===== src/rtl/dla_requan2_pkg.sv =====
// Shared widths, saturation limits, per-stage beat structs and the int8 clamp
// used by the second requantization stage.
package dla_requan2_pkg;

  localparam int IN_W    = 16;
  localparam int SCALE_W = 16;
  localparam int SHIFT_W = 5;
  localparam int OUT_W   = 8;
  localparam int CNT_W   = 16;

  // 16x17 signed product needs 33 bits; the zero-point add needs one more.
  localparam int P_W = 33;
  localparam int Z_W = 34;

  localparam logic signed [OUT_W-1:0] OUT_MAX = 8'sd127;
  localparam logic signed [OUT_W-1:0] OUT_MIN = -8'sd128;

  typedef struct packed {
    logic signed [IN_W-1:0] data;
    logic [SCALE_W-1:0]     scale;
    logic [SHIFT_W-1:0]     shift;
    logic                   last;
    logic                   bypass;
  } beat_t;

  typedef struct packed {
    logic signed [P_W-1:0] prod;
    logic [SHIFT_W-1:0]    shift;
    logic                  last;
  } s1_t;

  typedef struct packed {
    logic signed [P_W-1:0] res;
    logic                  last;
  } s2_t;

  typedef struct packed {
    logic signed [OUT_W-1:0] data;
    logic                    last;
  } s3_t;

  function automatic logic is_sat(input logic signed [Z_W-1:0] v);
    return (v > 34'sd127) || (v < -34'sd128);
  endfunction

  function automatic logic signed [OUT_W-1:0] sat8(input logic signed [Z_W-1:0] v);
    if (v > 34'sd127)       return OUT_MAX;
    else if (v < -34'sd128) return OUT_MIN;
    else                    return v[OUT_W-1:0];
  endfunction

endpackage


===== src/rtl/dla_requan2_if.sv =====
// Input and output streams of the requantizer. The slave modport is the
// requantizer's view; master is the view of whatever drives and drains it.
interface dla_requan2_if;
  import dla_requan2_pkg::*;

  logic                      in_valid;
  logic                      in_ready;
  logic signed [IN_W-1:0]    in_data;
  logic [SCALE_W-1:0]        in_scale;
  logic [SHIFT_W-1:0]        in_shift;
  logic                      in_last;

  logic                      out_valid;
  logic                      out_ready;
  logic signed [OUT_W-1:0]   out_data;
  logic                      out_last;

  modport slave (
    input  in_valid, in_data, in_scale, in_shift, in_last, out_ready,
    output in_ready, out_valid, out_data, out_last
  );

  modport master (
    output in_valid, in_data, in_scale, in_shift, in_last, out_ready,
    input  in_ready, out_valid, out_data, out_last
  );

endinterface


===== src/rtl/dla_requan2_pipe_reg.sv =====
// Generic one-deep valid/ready register slice. Loads when empty or when the
// downstream side takes the current beat; data only changes on a real load so
// the output holds steady under backpressure.
module dla_requan2_pipe_reg #(
  parameter int W = 8
) (
  input  logic         i_clk,
  input  logic         i_rst_n,
  input  logic         i_valid,
  output logic         o_ready,
  input  logic [W-1:0] i_data,
  output logic         o_valid,
  output logic [W-1:0] o_data,
  input  logic         i_ready
);

  logic         r_valid;
  logic [W-1:0] r_data;

  assign o_ready = !r_valid || i_ready;
  assign o_valid = r_valid;
  assign o_data  = r_data;

  // Advance the slice; synchronous reset empties it and clears the payload.
  always_ff @(posedge i_clk) begin
    if (!i_rst_n) begin
      r_valid <= 1'b0;
      r_data  <= '0;
    end else if (o_ready) begin
      r_valid <= i_valid;
      if (i_valid) r_data <= i_data;
    end
  end

endmodule


===== src/rtl/dla_requan2.sv =====
// Second requantization stage: multiply by scale, round-half-up shift,
// add zero point, clamp to int8. Three register slices, full backpressure,
// plus a saturating count of clamped beats for debug.
module dla_requan2
  import dla_requan2_pkg::*;
(
  input  logic                    i_clk,
  input  logic                    i_rst_n,
  dla_requan2_if.slave            bus,
  input  logic                    i_do_requan,
  input  logic signed [OUT_W-1:0] i_zero_point,
  input  logic                    i_sat_clr,
  output logic [CNT_W-1:0]        o_sat_cnt
);

  beat_t                   w_beat;
  s1_t                     w_s1_d, w_s1_q;
  s2_t                     w_s2_d, w_s2_q;
  s3_t                     w_s3_d, w_s3_q;
  logic                    w_s1_ready, w_s2_ready, w_s3_ready;
  logic                    w_s1_valid, w_s2_valid, w_s3_valid;
  logic signed [P_W-1:0]   w_rnd;
  logic signed [P_W-1:0]   w_sum;
  logic signed [Z_W-1:0]   w_z;
  logic                    w_sat;
  logic                    w_s3_load;
  logic [CNT_W-1:0]        r_sat_cnt;

  assign w_beat = '{data:   bus.in_data,
                    scale:  bus.in_scale,
                    shift:  bus.in_shift,
                    last:   bus.in_last,
                    bypass: !i_do_requan};

  // S1 input: product, or the raw value with zero shift when bypassing, so
  // the bypass decision rides with the beat through the later stages.
  always_comb begin
    w_s1_d.last = w_beat.last;
    if (w_beat.bypass) begin
      w_s1_d.prod  = P_W'($signed(w_beat.data));
      w_s1_d.shift = '0;
    end else begin
      w_s1_d.prod  = P_W'($signed(w_beat.data)) * P_W'($signed({1'b0, w_beat.scale}));
      w_s1_d.shift = w_beat.shift;
    end
  end

  // S2 input: add half an LSB of the result, then arithmetic shift (floor),
  // giving round-half-up toward +inf.
  always_comb begin
    w_rnd = '0;
    if (w_s1_q.shift != '0) w_rnd = P_W'(1) << (w_s1_q.shift - 1'b1);
    w_sum       = $signed(w_s1_q.prod) + w_rnd;
    w_s2_d.res  = w_sum >>> w_s1_q.shift;
    w_s2_d.last = w_s1_q.last;
  end

  // S3 input: zero-point offset and int8 clamp.
  always_comb begin
    w_z         = Z_W'($signed(w_s2_q.res)) + Z_W'(i_zero_point);
    w_s3_d.data = sat8(w_z);
    w_s3_d.last = w_s2_q.last;
    w_sat       = is_sat(w_z);
  end

  dla_requan2_pipe_reg #(.W($bits(s1_t))) u_s1 (
    .i_clk(i_clk), .i_rst_n(i_rst_n),
    .i_valid(bus.in_valid), .o_ready(w_s1_ready), .i_data(w_s1_d),
    .o_valid(w_s1_valid), .o_data(w_s1_q), .i_ready(w_s2_ready)
  );

  dla_requan2_pipe_reg #(.W($bits(s2_t))) u_s2 (
    .i_clk(i_clk), .i_rst_n(i_rst_n),
    .i_valid(w_s1_valid), .o_ready(w_s2_ready), .i_data(w_s2_d),
    .o_valid(w_s2_valid), .o_data(w_s2_q), .i_ready(w_s3_ready)
  );

  dla_requan2_pipe_reg #(.W($bits(s3_t))) u_s3 (
    .i_clk(i_clk), .i_rst_n(i_rst_n),
    .i_valid(w_s2_valid), .o_ready(w_s3_ready), .i_data(w_s3_d),
    .o_valid(w_s3_valid), .o_data(w_s3_q), .i_ready(bus.out_ready)
  );

  assign bus.in_ready  = w_s1_ready;
  assign bus.out_valid = w_s3_valid;
  assign bus.out_data  = w_s3_q.data;
  assign bus.out_last  = w_s3_q.last;

  // A beat is counted once, on the edge it enters S3, never while it waits.
  assign w_s3_load = w_s2_valid && w_s3_ready;

  // Saturation counter: clear wins, sticks at all-ones.
  always_ff @(posedge i_clk) begin
    if (!i_rst_n) begin
      r_sat_cnt <= '0;
    end else if (i_sat_clr) begin
      r_sat_cnt <= '0;
    end else if (w_s3_load && w_sat && (r_sat_cnt != '1)) begin
      r_sat_cnt <= r_sat_cnt + 1'b1;
    end
  end

  assign o_sat_cnt = r_sat_cnt;

endmodule


===== src/flat_wrapper.sv =====
// flat-port wrapper written by rule: the top's interface ports become plain ports
module dla_requan2_flat import dla_requan2_pkg::*;
  (i_clk, i_rst_n, i_do_requan, i_zero_point, i_sat_clr, o_sat_cnt, bus_in_valid, bus_in_data, bus_in_scale, bus_in_shift, bus_in_last, bus_out_ready, bus_in_ready, bus_out_valid, bus_out_data, bus_out_last);
  dla_requan2_if bus_i ();
  input  logic i_clk;
  input  logic i_rst_n;
  input  logic i_do_requan;
  input  logic signed [OUT_W-1:0] i_zero_point;
  input  logic i_sat_clr;
  output logic [CNT_W-1:0] o_sat_cnt;
  input wire logic [$bits(bus_i.in_valid)-1:0] bus_in_valid;
  input wire logic [$bits(bus_i.in_data)-1:0] bus_in_data;
  input wire logic [$bits(bus_i.in_scale)-1:0] bus_in_scale;
  input wire logic [$bits(bus_i.in_shift)-1:0] bus_in_shift;
  input wire logic [$bits(bus_i.in_last)-1:0] bus_in_last;
  input wire logic [$bits(bus_i.out_ready)-1:0] bus_out_ready;
  output wire logic [$bits(bus_i.in_ready)-1:0] bus_in_ready;
  output wire logic [$bits(bus_i.out_valid)-1:0] bus_out_valid;
  output wire logic [$bits(bus_i.out_data)-1:0] bus_out_data;
  output wire logic [$bits(bus_i.out_last)-1:0] bus_out_last;
  assign bus_i.in_valid = bus_in_valid;
  assign bus_i.in_data = bus_in_data;
  assign bus_i.in_scale = bus_in_scale;
  assign bus_i.in_shift = bus_in_shift;
  assign bus_i.in_last = bus_in_last;
  assign bus_i.out_ready = bus_out_ready;
  assign bus_in_ready = bus_i.in_ready;
  assign bus_out_valid = bus_i.out_valid;
  assign bus_out_data = bus_i.out_data;
  assign bus_out_last = bus_i.out_last;
  dla_requan2 u_core (.i_clk(i_clk), .i_rst_n(i_rst_n), .bus(bus_i), .i_do_requan(i_do_requan), .i_zero_point(i_zero_point), .i_sat_clr(i_sat_clr), .o_sat_cnt(o_sat_cnt));
endmodule

===== config.mk =====
export PLATFORM = sky130hd
export DESIGN_NAME = dla_requan2_flat
export DESIGN_NICKNAME = d
export VERILOG_FILES = /design/src/rtl/dla_requan2_pkg.sv /design/src/rtl/dla_requan2_if.sv /design/src/rtl/dla_requan2_pipe_reg.sv /design/src/rtl/dla_requan2.sv /design/src/flat_wrapper.sv
export SDC_FILE = /design/constraint.sdc
export NUM_CORES = 1
export LEC_CHECK = 0
export CAP_MARGIN = 5
export CORE_ASPECT_RATIO = 1.75
export CORE_MARGIN = 8
export CORE_UTILIZATION = 64
export CTS_CLUSTER_DIAMETER = 60
export DETAILED_ROUTE_END_ITERATION = 10
export GPL_ROUTABILITY_DRIVEN = 1
export GPL_TIMING_DRIVEN = 0
export PLACE_DENSITY = 0.87
export SLEW_MARGIN = 20
export SYNTH_ARGS = -nofsm -noshare
export SYNTH_HDL_FRONTEND = slang
export SYNTH_SLANG_ARGS = --single-unit

===== constraint.sdc =====
create_clock -name i_clk -period 8.5 [get_ports i_clk]
set_clock_uncertainty 0.15 [all_clocks]
set_input_delay 1.275 -clock i_clk [delete_from_list [all_inputs] [get_ports i_clk]]
set_output_delay 1.275 -clock i_clk [all_outputs]
set_load 0.02 [all_outputs]

==> impl_metrics.ini <==
[cells_and_area]
layout_commonest_cell = nand2_1
drive_above_1_share_pct = 5.660
utilization_pct = 70.67
fill_cells = 2318
synthToLayoutAreaGrowth_pct = 9.080
multi_input_area_um2 = 15420
layout.cells.non_filler = 2840
seq_area_um2 = 2022
nNetsFinal = 2889
design_area_um2 = 20620
layout_common_cells = 274 x nand2_1, 262 x inv_1, 196 x fa_1

[grt]
grt_pass1_vias = 20689
gr-total-overflow = 0
grt_pass1_wl_um = 119700
grtUsageTotal_pct = 44.85
antenna_found_initial = 3
grt_max_degree = 27

[sta]
period_minus_slack_ns = 8.335
timing.final.hold_violations = 0
worstMarginPinSlew_ns = 1.227
whs_ns = 0.3312
report.final.setup_viol = 0
min_period_over_period_pct = 98.06
drv_slew = 0
rsz0062_at_grt = false
worst_slack_ns = 0.1650
relSlewSlack_pct = 18.20
fmax_mhz = 120.0

[setup_path]
worstPathRequired_ns = 8.69
cp_slowest_stage_delay_ns = 0.90
critPathSlowestCell = nor3b_1
critPathKind = reg2reg
r2r-start = u_core.u_s1.o_data[3]$_SDFFE_PN0P_
r2r_end = u_core.u_s2.o_data[4]$_SDFFE_PN0P_
start_kind = register
r2r_cells = 20
crit_buf_inv = 5
cp_max_fo = 10
critical_path_depth = 20
worstPathCellList = inv_1 -> buf_1 -> clkbuf_1 -> ha_1 -> clkbuf_1 -> clkbuf_1 -> nor3_1 -> ha_1 -> o211ai_1 -> a21oi_1 -> o2111ai_1 -> nand2_1 -> o41a_1 -> a311oi_1 -> xnor2_1 -> nand2_1 -> o21ai_0 -> a211oi_1 -> nor3b_1 -> o221a_1
critPathMostFrequentCell = clkbuf_1
arrival_ns = 8.52
cp-end-kind = register
critPathTopFamily = simple AND/OR/NAND/NOR gates
r2r_slack_ns = 0.17

[place]
port_buffers = 76
place_area_um2 = 20150
dp_hpwl_um = 62610
pre_cts_slack_ns = -1.144
gp_congestion = 1.137
dp_cells = 2818

[drt]
drt-vias-per-instance = 6.870
firstDrtPassIters = 8
routedWlPerCell_um = 27.80
routed_wl_um = 78960
drc = 0
drt-initial-drc-count = 1489
vias = 19512
detail-route-antenna-nets = 0

[floorplanning]
die_h_um = 243.4
die_w_um = 145.9
die-area_um2 = 35510
initial_core_util_pct = 64.79
ios = 79
core_um2 = 29180
std_cell_rows = 83

[clocking]
clk_pin_slew_ns = 0.09
htreeDepth = 3
root_buffer = clkbuf_16
cts_tree = done
numClockSinks = 101
cts_hold_buf = 0
cts_buffer_depth = 2
clkLatencyLatePin_ns = 0.40
numCtsBuffers = 9

[logic_synthesis]
synth_top_family_by_area = adder cells
yosys.area_share.xor_xnor_pct = 3.614
ys_types = 81
ys.flop_type = dfxtp_1
synth-edff-count = 0
async_reset_ff_share_pct = 0
synth.cell_area_um2 = 18910
synthMuxAreaShare_pct = 4.401
postSynthAreaPerCell_um2 = 8.011
synth_warnings = 0
synthesis.nets = 2798
synth-seq-cells = 101
netlist_instances = 2360
synth-simple-area-share_pct = 20.52
synthAdderAreaFrac_pct = 33.33
synth_compound_area_share_pct = 19.46
synth_seq_area_share_pct = 10.69

[hold_path]
min-delay-start = u_core.u_s2.o_data[14]$_SDFFE_PN0P_
hold_path.class = reg2reg
holdPathStages = 2
hold_end = u_core.u_s2.o_data[14]$_SDFFE_PN0P_

[run]
maxCapViolCount = 0

[power]
p_per_area_nw_per_um2 = 310.7
p_leak_nw = 9.873
peakVddDrop_v = 0.0003415

[outcome]
outcome = finished, final reports clean
## worst max path at each step
stage / from / end
finish: u_core.u_s1.o_data[3]$_SDFFE_PN0P_ / u_core.u_s2.o_data[4]$_SDFFE_PN0P_
global route: bus_in_scale[3] / u_core.u_s1.o_data[36]$_SDFFE_PN0P_
CTS: bus_in_scale[8] / u_core.u_s1.o_data[38]$_SDFFE_PN0P_
detailed placement: bus_in_data[14] / u_core.u_s1.o_data[38]$_SDFFE_PN0P_
global placement: bus_in_data[14] / u_core.u_s1.o_data[36]$_SDFFE_PN0P_
floorplan: bus_in_data[9] / u_core.u_s1.o_data[36]$_SDFFE_PN0P_
## power by group
group / leakage (nW) / switching, mW / total [mW] / internal, mW
combinational: 8.90 / 3.20 / 5.39 / 2.19
clock: 0.148 / 0.233 / 0.444 / 0.211
sequential: 0.828 / 0.0420 / 0.577 / 0.536
total: 9.87 / 3.47 / 6.41 / 2.94
## cell usage after synthesis (9+ instances only)
master,number,area [um^2]
a211o_1,9,78.83
a211oi_1,25,187.7
a21boi_0,22,165.2
a21o_1,40,300.3
a21oi_1,130,650.6
a31oi_1,30,187.7
and2_1,131,819.5
and3_1,22,137.6
buf_1,12,45.04
clkbuf_1,103,386.6
dfxtp_1,101,2022
fa_1,196,3924
ha_1,190,2377
inv_1,262,983.4
mux2_2,10,112.6
mux2i_1,48,480.5
mux4_2,10,225.2
nand2_1,274,1028
nand2b_1,29,181.4
nand3_1,66,330.3
nand4_1,20,125.1
nor2_1,128,480.5
nor2b_1,21,131.4
nor3_1,41,205.2
o211a_1,17,170.2
o211ai_1,21,157.7
o21a_1,13,97.59
o21ai_0,109,545.5
o21ai_2,9,78.83
o21bai_1,12,90.09
o221a_2,9,101.4
o31ai_1,15,112.6
or3_1,16,100.1
or4_1,9,67.56
xnor2_1,43,376.6
xor2_1,35,306.5
## repair_timing
item / 4_1_cts / 5_1_grt
endpoints found under the hold margin: 0 / 0
gates resized for setup: 49 / 65
setup buffers: 0 / 4
setup endpoints to repair: 5 / 7
pin swaps: 0 / 2
## through the flow
stage / TNS [ns] / power (mW)
after floorplan: 0 / 4.370
after global placement: -4.275 / 5.444
after detailed placement: -5.233 / 5.646
after CTS: 0 / 6.174
after global routing: 0 / 6.952
final: 0 / 6.407
## layout make-up
class	instances	area share, %
Antenna cell	2	0.02427
Buffer	126	2.918
Clock buffer	9	1.092
Clock inverter	7	0.4247
Inverter	265	4.823
Multi-Input combinational cell	1868	74.77
Sequential cell	101	9.805
Tap cell	382	2.318
Timing Repair Buffer	80	3.822
## sequential cells by signal, indices dropped and copies added, names as in the netlist
name                 flops
u_core.o_sat_cnt        16
u_core.u_s1.o_valid      1
u_core.u_s2.o_data      34
u_core.u_s3.o_data       9
u_core.u_s3.o_valid      1
u_core.u_s2.o_valid      1
u_core.u_s1.o_data      39
## layer usage
metal,wire length (um),track usage [%],up-vias
met5,11,0.4274,-
met4,11030,54.44,2
met3,6050,13.59,636
met2,39680,78.32,1246
met1,22180,36.10,9318
li1,-,-,8310
## tightest hold or removal path: stages (launching register included)
cell	delay (ns)
dfxtp_1	0.32
nand3_1	0.06
o31ai_1	0.06
## cell families after synthesis
logic type,after synthesis
xor gates and xnor gates,78
adders and majority gates,386
buffers and inverters,391
AOI/OAI and AO/OA,544
muxes,69
DFF,101
and+or+nand+nor,791
No activity file was read; power rests on OpenSTA's default activity.
